===== config.mk =====
export PLATFORM = sky130hd
export DESIGN_NAME = branch_predict_table
export DESIGN_NICKNAME = d
export VERILOG_FILES = /design/src/rtl/branch_predict_table.sv
export SDC_FILE = /design/constraint.sdc
export NUM_CORES = 1
export LEC_CHECK = 0
export BUFFER_PORTS_ARGS = -buffer_cell sky130_fd_sc_hd__buf_2
export CAP_MARGIN = 25
export CORE_MARGIN = 2
export CORE_UTILIZATION = 56
export DETAILED_ROUTE_END_ITERATION = 16
export PLACE_DENSITY = 0.76
export SLEW_MARGIN = 20
export SYNTH_ARGS = -nofsm -noshare
export SYNTH_HDL_FRONTEND = slang
export SYNTH_SLANG_ARGS = --single-unit

===== constraint.sdc =====
create_clock -name clk_i -period 3.65 [get_ports clk_i]
set_input_delay 0.365 -clock clk_i [delete_from_list [all_inputs] [get_ports clk_i]]
set_output_delay 0.365 -clock clk_i [all_outputs]
set_load 0.005 [all_outputs]

===== src/rtl/branch_predict_table.sv =====
// branch_predict_table: PC-indexed table of 2-bit saturating counters with an
// in-order FIFO of outstanding predictions. Lookups predict combinationally and
// push {index, prediction}; resolves pop the oldest entry, update its counter
// and raise a registered mispredict pulse.
// Counter encoding: 00 strong taken, 01 weak taken, 10 weak not-taken,
// 11 strong not-taken; predict taken iff counter[1] == 0.
// Optional macro BPT_GSHARE_EN: XOR the PC index with a non-speculative
// global history register updated on every accepted resolve.
module branch_predict_table #(
  parameter int INDEX_BITS = 6,
  parameter int FIFO_DEPTH = 8,
  parameter int PC_WIDTH   = 32
) (
  input  logic                          clk_i,
  input  logic                          reset_i,
  input  logic                          lookupValid_i,
  input  logic [PC_WIDTH-1:0]           fetchPc_i,
  output logic                          lookupReady_o,
  output logic                          predTaken_o,
  input  logic                          resolveValid_i,
  input  logic                          brTaken_i,
  input  logic                          flush_i,
  output logic                          mispredict_o,
  output logic [$clog2(FIFO_DEPTH):0]   outstanding_o
);

  localparam int TABLE_SIZE = 1 << INDEX_BITS;
  localparam int PTR_BITS   = $clog2(FIFO_DEPTH);
  localparam logic [PTR_BITS:0] DEPTH_CNT = (PTR_BITS + 1)'(FIFO_DEPTH);

  logic [1:0]            ctr_q      [TABLE_SIZE];
  logic [INDEX_BITS-1:0] fifo_idx_q [FIFO_DEPTH];
  logic                  fifo_pred_q[FIFO_DEPTH];
  logic [PTR_BITS-1:0]   wr_ptr_q, rd_ptr_q;
  logic [PTR_BITS:0]     count_q;
  logic                  mispredict_q;

  logic [INDEX_BITS-1:0] pc_idx;
  logic [INDEX_BITS-1:0] lookup_idx;
  logic [INDEX_BITS-1:0] head_idx;
  logic                  head_pred;
  logic [1:0]            head_ctr;
  logic [1:0]            next_ctr;
  logic                  full, empty, push, pop;

  assign pc_idx = fetchPc_i[INDEX_BITS+1:2];

  // Bits of the PC outside the index field are intentionally ignored.
  logic unused_pc_bits;
  assign unused_pc_bits = ^{fetchPc_i[PC_WIDTH-1:INDEX_BITS+2], fetchPc_i[1:0]};

`ifdef BPT_GSHARE_EN
  logic [INDEX_BITS-1:0] ghr_q;
  assign lookup_idx = pc_idx ^ ghr_q;

  // Global history shifts in each accepted outcome; flush leaves it untouched.
  always_ff @(posedge clk_i) begin
    if (reset_i) begin
      ghr_q <= '0;
    end else if (pop) begin
      ghr_q <= {ghr_q[INDEX_BITS-2:0], brTaken_i};
    end
  end
`else
  assign lookup_idx = pc_idx;
`endif

  assign full          = (count_q == DEPTH_CNT);
  assign empty         = (count_q == '0);
  // A same-cycle pop frees the slot, so a full FIFO may still accept a lookup.
  assign lookupReady_o = ~full | resolveValid_i;
  assign push          = lookupValid_i & lookupReady_o & ~flush_i;
  assign pop           = resolveValid_i & ~empty;

  assign predTaken_o   = ~ctr_q[lookup_idx][1];
  assign head_idx      = fifo_idx_q[rd_ptr_q];
  assign head_pred     = fifo_pred_q[rd_ptr_q];
  assign head_ctr      = ctr_q[head_idx];
  assign mispredict_o  = mispredict_q;
  assign outstanding_o = count_q;

  // Saturating update of the resolving branch's counter.
  always_comb begin
    next_ctr = head_ctr;
    if (brTaken_i) begin
      if (head_ctr != 2'b00) next_ctr = head_ctr - 2'b01;
    end else begin
      if (head_ctr != 2'b11) next_ctr = head_ctr + 2'b01;
    end
  end

  // Counter table: cleared on reset, written only by an accepted resolve.
  always_ff @(posedge clk_i) begin
    if (reset_i) begin
      for (int unsigned i = 0; i < TABLE_SIZE; i++) ctr_q[i] <= 2'b00;
    end else if (pop) begin
      ctr_q[head_idx] <= next_ctr;
    end
  end

  // FIFO payload storage; contents beyond the occupancy are don't-care.
  always_ff @(posedge clk_i) begin
    if (push) begin
      fifo_idx_q[wr_ptr_q]  <= lookup_idx;
      fifo_pred_q[wr_ptr_q] <= predTaken_o;
    end
  end

  // FIFO pointers and occupancy; flush empties after the same-cycle pop.
  always_ff @(posedge clk_i) begin
    if (reset_i || flush_i) begin
      wr_ptr_q <= '0;
      rd_ptr_q <= '0;
      count_q  <= '0;
    end else begin
      if (push) wr_ptr_q <= PTR_BITS'(wr_ptr_q + 1'b1);
      if (pop)  rd_ptr_q <= PTR_BITS'(rd_ptr_q + 1'b1);
      case ({push, pop})
        2'b10:   count_q <= count_q + 1'b1;
        2'b01:   count_q <= count_q - 1'b1;
        default: count_q <= count_q;
      endcase
    end
  end

  // Registered mispredict pulse following an accepted resolve.
  always_ff @(posedge clk_i) begin
    if (reset_i) begin
      mispredict_q <= 1'b0;
    end else begin
      mispredict_q <= pop & (head_pred != brTaken_i);
    end
  end

endmodule


# == Word-level counts from Yosys, hierarchy flattened ==
# Memories as Yosys holds them, arrays and structs flattened. A register that Yosys moved wholly into a read port is not among the register bits.
# Index checks and enable logic that the tools add are counted.
# W data, S select, Z words.
# op_classes
n_addsub,6
eq_ne,5
reduce_logical,5
bitwise,9
n_mux,18
# ops
cell,count
$mux W3,4
$mux W1,8
$mux W2,4
$pmux W4 S2,1
$add A3 B1 Y3 const B,2
$mux W6,1
$add A4 B1 Y4 const B,1
$and A1 B1 Y1,4
$eq A4 B4 Y1 const B,1
$logic_not A4 Y1,1
$not A1 Y1,4
$reduce_bool A2 Y1,2
$sub A4 B1 Y4 const B,1
$add A2 B1 Y2 const B,1
$eq A2 B1 Y1 const B,1
$eq A2 B2 Y1 const B,1
$ne A2 B2 Y1 const B,1
$reduce_or A2 Y1,1
$sub A2 B1 Y2 const B,1
$logic_or A1 B1 Y1,1
$ne A1 B1 Y1,1
$or A1 B1 Y1,1
# totals
word_cells,50
out_inout_bits,7
ram_bits,184
ff_bits,11
input_bits,38
mem_count,3
# memory_table
name,depth,width,read_ports,rd_ports_with_merged_regs,wr,line,text
ctr_q,64,2,2,0,64,31,logic [1:0] ctr_q [TABLE_SIZE];
fifo_idx_q,8,6,1,1,1,32,logic [INDEX_BITS-1:0] fifo_idx_q [FIFO_DEPTH];
fifo_pred_q,8,1,1,1,1,33,logic fifo_pred_q[FIFO_DEPTH];

# == Longest topological paths before layout ==
# logic_depth
ltp_word,8
mapped_depth,15
ltp_nobuf,12

# == Least setup slack after synthesis ==
# Ideal clock, no wire load.
# synth_path
path_type,register to register
from,register (tool-made name)
to,"memory ctr_q[10][1], data pin"
path_stages_with_launch,13
setup_ns,0.267
arrival_ns,3.158
synth_period_minus_slack_ns,3.425
path_buffers,3
required_time_ns,3.383
path_slack_ns,0.225
cell_sequence,dfxtp_1 mux4_1 mux2_4 buf_6 buf_8 mux2_4 a221oi_2 o22ai_1 nand2_2 o2111ai_4 o31ai_4 buf_6 a21oi_1
# synth_rtl
item,line
to (decl),31

==> results.md <==
* Vias at roughly 8,400
* Total track usage at 27.7%
* Net Sw Frac at 28.4%
* IO Pins at between 40 and 50
* Critical Path Start Type: flip-flop
* Clk root buf: clkbuf_16
* Syn Nets at 914
* Failing checks: setup timing
* CTS tree: done
* Fmax at 0.265 GHz
* CP Buf/Inv Count at 5
* Main synth FF type: edfxtp_1
* Mean Syn Cell Area at 12.2 um2
* Die ar. at slightly above 20,000 um2
* Post-Syn Instances at slightly below 900
* Routed wire length at 33,400 um
* Hold path cells at 4
* Combinational share of power at between 10% and 20%
* FFs w/ async S/R, synth at 0%
* Crit Path Category: reg2reg
* Total power draw at between 5 and 6 mW
* Setup violations, final at 128
* Synth unique cells at 69
* DRC at 0
* Sequential share of power at 47.7%
* Worst hold slack at 0.207 ns
* Sink Count at 198
* Cell row count at 50
* GRT overflow at 0
* Clock Pin Slew Worst Setup and Hold Paths at 0.08 ns
* Leak at 4.73 nW
* Avg WL per Cell at 27.3 um
* Initial DRC count at ~1,100
* RSZ-0062 raised after global routing: true
* Max_slew headroom at 51.0%
* Commonest cells after routing, fill and taps aside: edfxtp_1, nand2_1, buf_4, nand2b_1, a21oi_1
* Die Height at approximately 140 um
* CTS buffer count at 17
* Worst-Margin Slew at approximately 0.73 ns
* Ranking of synthesized cells by area: edfxtp_1, mux4_2, nand2b_1, nand2_1, nor3_2
* Flops & latches, synth at 198
* Largest net degree at the start of global routing at 68
* Final Skew at roughly 0.014 ns
* Starting Density at between 50% and 60%
* Worst r2r dst: ctr_q[7][1]
* Clock share of power at between 30% and 40%
* P_sw at 1.52 mW
* Final hold vios at 0
* Core area at 18,700 um2
* Final worst-path cycle share at 103%
* HP Class: in2reg
* Number of synthesized flops with an enable pin at 184
* Post-route ant nets at 0
* Slowest CP cell: mux4_2
* Top delay family on crit path: compound AO/OA/AOI/OAI gates
* Hpwl dp at between 15,000 and 20,000 um
* Post-route minimum period at ~3.8 ns
* Status: finished with violations
* Fraction of layout cells with a size suffix above 1 at 37.5%
* Die W at roughly 140 um
* Initial antenna violation count at 1
* Seq/Total Area, Yosys at 54.4%
* Max stage delay on crit path at about 0.55 ns
* Fin cells at between 1,000 and 1,500
* VDD IR max at 0.000347 V
* Post-synth top area share at between 50% and 60%
* Synth warn at 0
* Pwr dens at about 400 nW/um2
* P_int at 3.84 mW
* Flop2flop setup slack at -0.13 ns
* CTS Buffer Depth at 2
* Via/cell ratio at 6.90
* Cell total after placement at 1,142
* Cts-stage hold buffer count at 0
* Clock latency on the worst-skew pair at 0.45 ns
* Hold path startpoint: lookupValid_i
* Worst-path cell chain: buf_4, mux4_2, mux2i_4, buf_6, nor2_4, a22oi_2, o221ai_2, o21a_1, a2111o_1, buf_6, o21ai_4, buf_8, clkbuf_16, a21oi_1
* Req. time, crit path at 3.85 ns
* Worst setup EP type: flip-flop
* Endpoint, Worst Hold: wr_ptr_q[1]
* Vias in the first global route at 7,402
* First-pass DRT Iterations at 9
* # H-tree levels at 4
* Nets at 1,016
* Cells on worst reg2reg path at 14
* Buffers added on ports at 18
* Largest area contributor in the netlist: edfxtp_1
* Worst Path Arrival at 3.98 ns
* CP Max Fanout at 8
* CP most frequent cell: buf_6
* Most common cell after layout, fill and taps aside: edfxtp_1
* Area grow syn2layout at 25.3%
* Final Max Tran Viols at 0
* Setup ws final at -0.126 ns
* Number of max-cap violations at 0
* First-pass GRT wire length at 41,600 um
* Final Wtd Congestion at roughly 0.93
* Post-Syn Area at 10,700 um2
cells by family (layout without fill, tap and decap cells):
family / after synthesis / in the layout / share of synthesized area (%)
buf+inv: 76 / 189 / 4.36
fa+ha+maj: 5 / 5 / 0.586
compound gates: 160 / 162 / 10.4
simple gates: 335 / 335 / 17.3
other cells: 0 / 1 / 0
mux: 88 / 88 / 12.2
xor+xnor: 9 / 9 / 0.739
flops: 198 / 198 / 54.4
registers in the layout (all words and copies together) (netlist names), named ones only:
register and cells:
wr_ptr_q 3, rd_ptr_q 3, mispredict_o 1, ctr_q 128
fifo_pred_q 8, outstanding_o 4, fifo_idx_q 48
how the worst max path moves through the flow:
stage / from / endpoint / slack [ns] / cells after the start
2_1_floorplan: flip-flop / ctr_q[10][1] / 0.23 / 12
3_3_place_gp: flip-flop / ctr_q[16][1] / -0.17 / 11
3_5_place_dp: flip-flop / ctr_q[35][0] / -0.18 / 11
4_1_cts: flip-flop / ctr_q[26][1] / 0.01 / 12
5_1_grt: flip-flop / ctr_q[50][0] / -0.17 / 14
6_report: flip-flop / ctr_q[7][1] / -0.13 / 14
what timing repair did:
item,4_1_cts,5_1_grt
pin swaps,2,48
setup endpoints to repair,128,128
setup buffers,4,20
cloned,0,24
resized for setup,12,122
power groups by stage:
| stage | sequential [mW] | clock [mW] | combinational [mW] |
|---|---|---|---|
| final | 2.56 | 1.92 | 0.888 |
| after global routing | 2.57 | 1.99 | 0.903 |
| after CTS | 2.56 | 1.91 | 0.584 |
| after detailed placement | 2.61 | 0 | 0.572 |
| after global placement | 2.61 | 0 | 0.566 |
| after floorplan | 2.60 | 0 | 0.384 |
per-stage QoR:
step | setup TNS [ns] | cell area [um2] | utilization, % | setup slack [ns]
after floorplan | 0 | 10700 | - | 0.225
after global placement | -17.87 | 11400 | 61.2 | -0.170
after detailed placement | -18.92 | 11500 | 61.2 | -0.181
after CTS | 0 | 12100 | 64.8 | 0.0148
after global routing | -13.94 | 13400 | 71.4 | -0.165
final | -8.17 | 13400 | 71.4 | -0.126
tightest hold or removal path, stage by stage:
cell     delay (ns)
buf_2          0.07
nand2_1        0.06
nor2_1         0.08
nor3_1         0.04
cells in the mapped netlist, types with 5 or more instances:
cell / number
inv_1: 10
mux2i_1: 33
a21o_1: 6
edfxtp_1: 184
o22ai_1: 6
and3_1: 5
ha_1: 5
dfxtp_1: 14
o21ai_0: 9
nor3_2: 41
nand2_1: 110
buf_2: 18
nor2b_1: 6
a221oi_1: 8
nand3_1: 10
buf_6: 19
nand2b_1: 68
a21oi_1: 79
clkbuf_1: 23
mux2_2: 23
a22oi_1: 5
nor2_1: 34
xor2_1: 5
nor3_1: 39
mux4_2: 27
metal layers:
layer	part of all wire [%]	vias up	GRT usage [%]
li1	-	3515	-
met1	34	4027	37.0
met2	46	678	43.8
met3	12	211	5.69
met4	7.6	0	12.9
met5	0	-	0
cell type report:
| class | instances | area (um2) |
|---|---|---|
| Clock buffer | 18 | 439 |
| Clock inverter | 14 | 171 |
| Fill cell | 1159 | 5340 |
| Inverter | 10 | 37.5 |
| Sequential cell | 198 | 5810 |
| Timing Repair Buffer | 147 | 1600 |
| Tap cell | 234 | 293 |
| Antenna cell | 1 | 2.50 |
| Multi-Input combinational cell | 599 | 5010 |
Power figures use the tool's default switching activity.
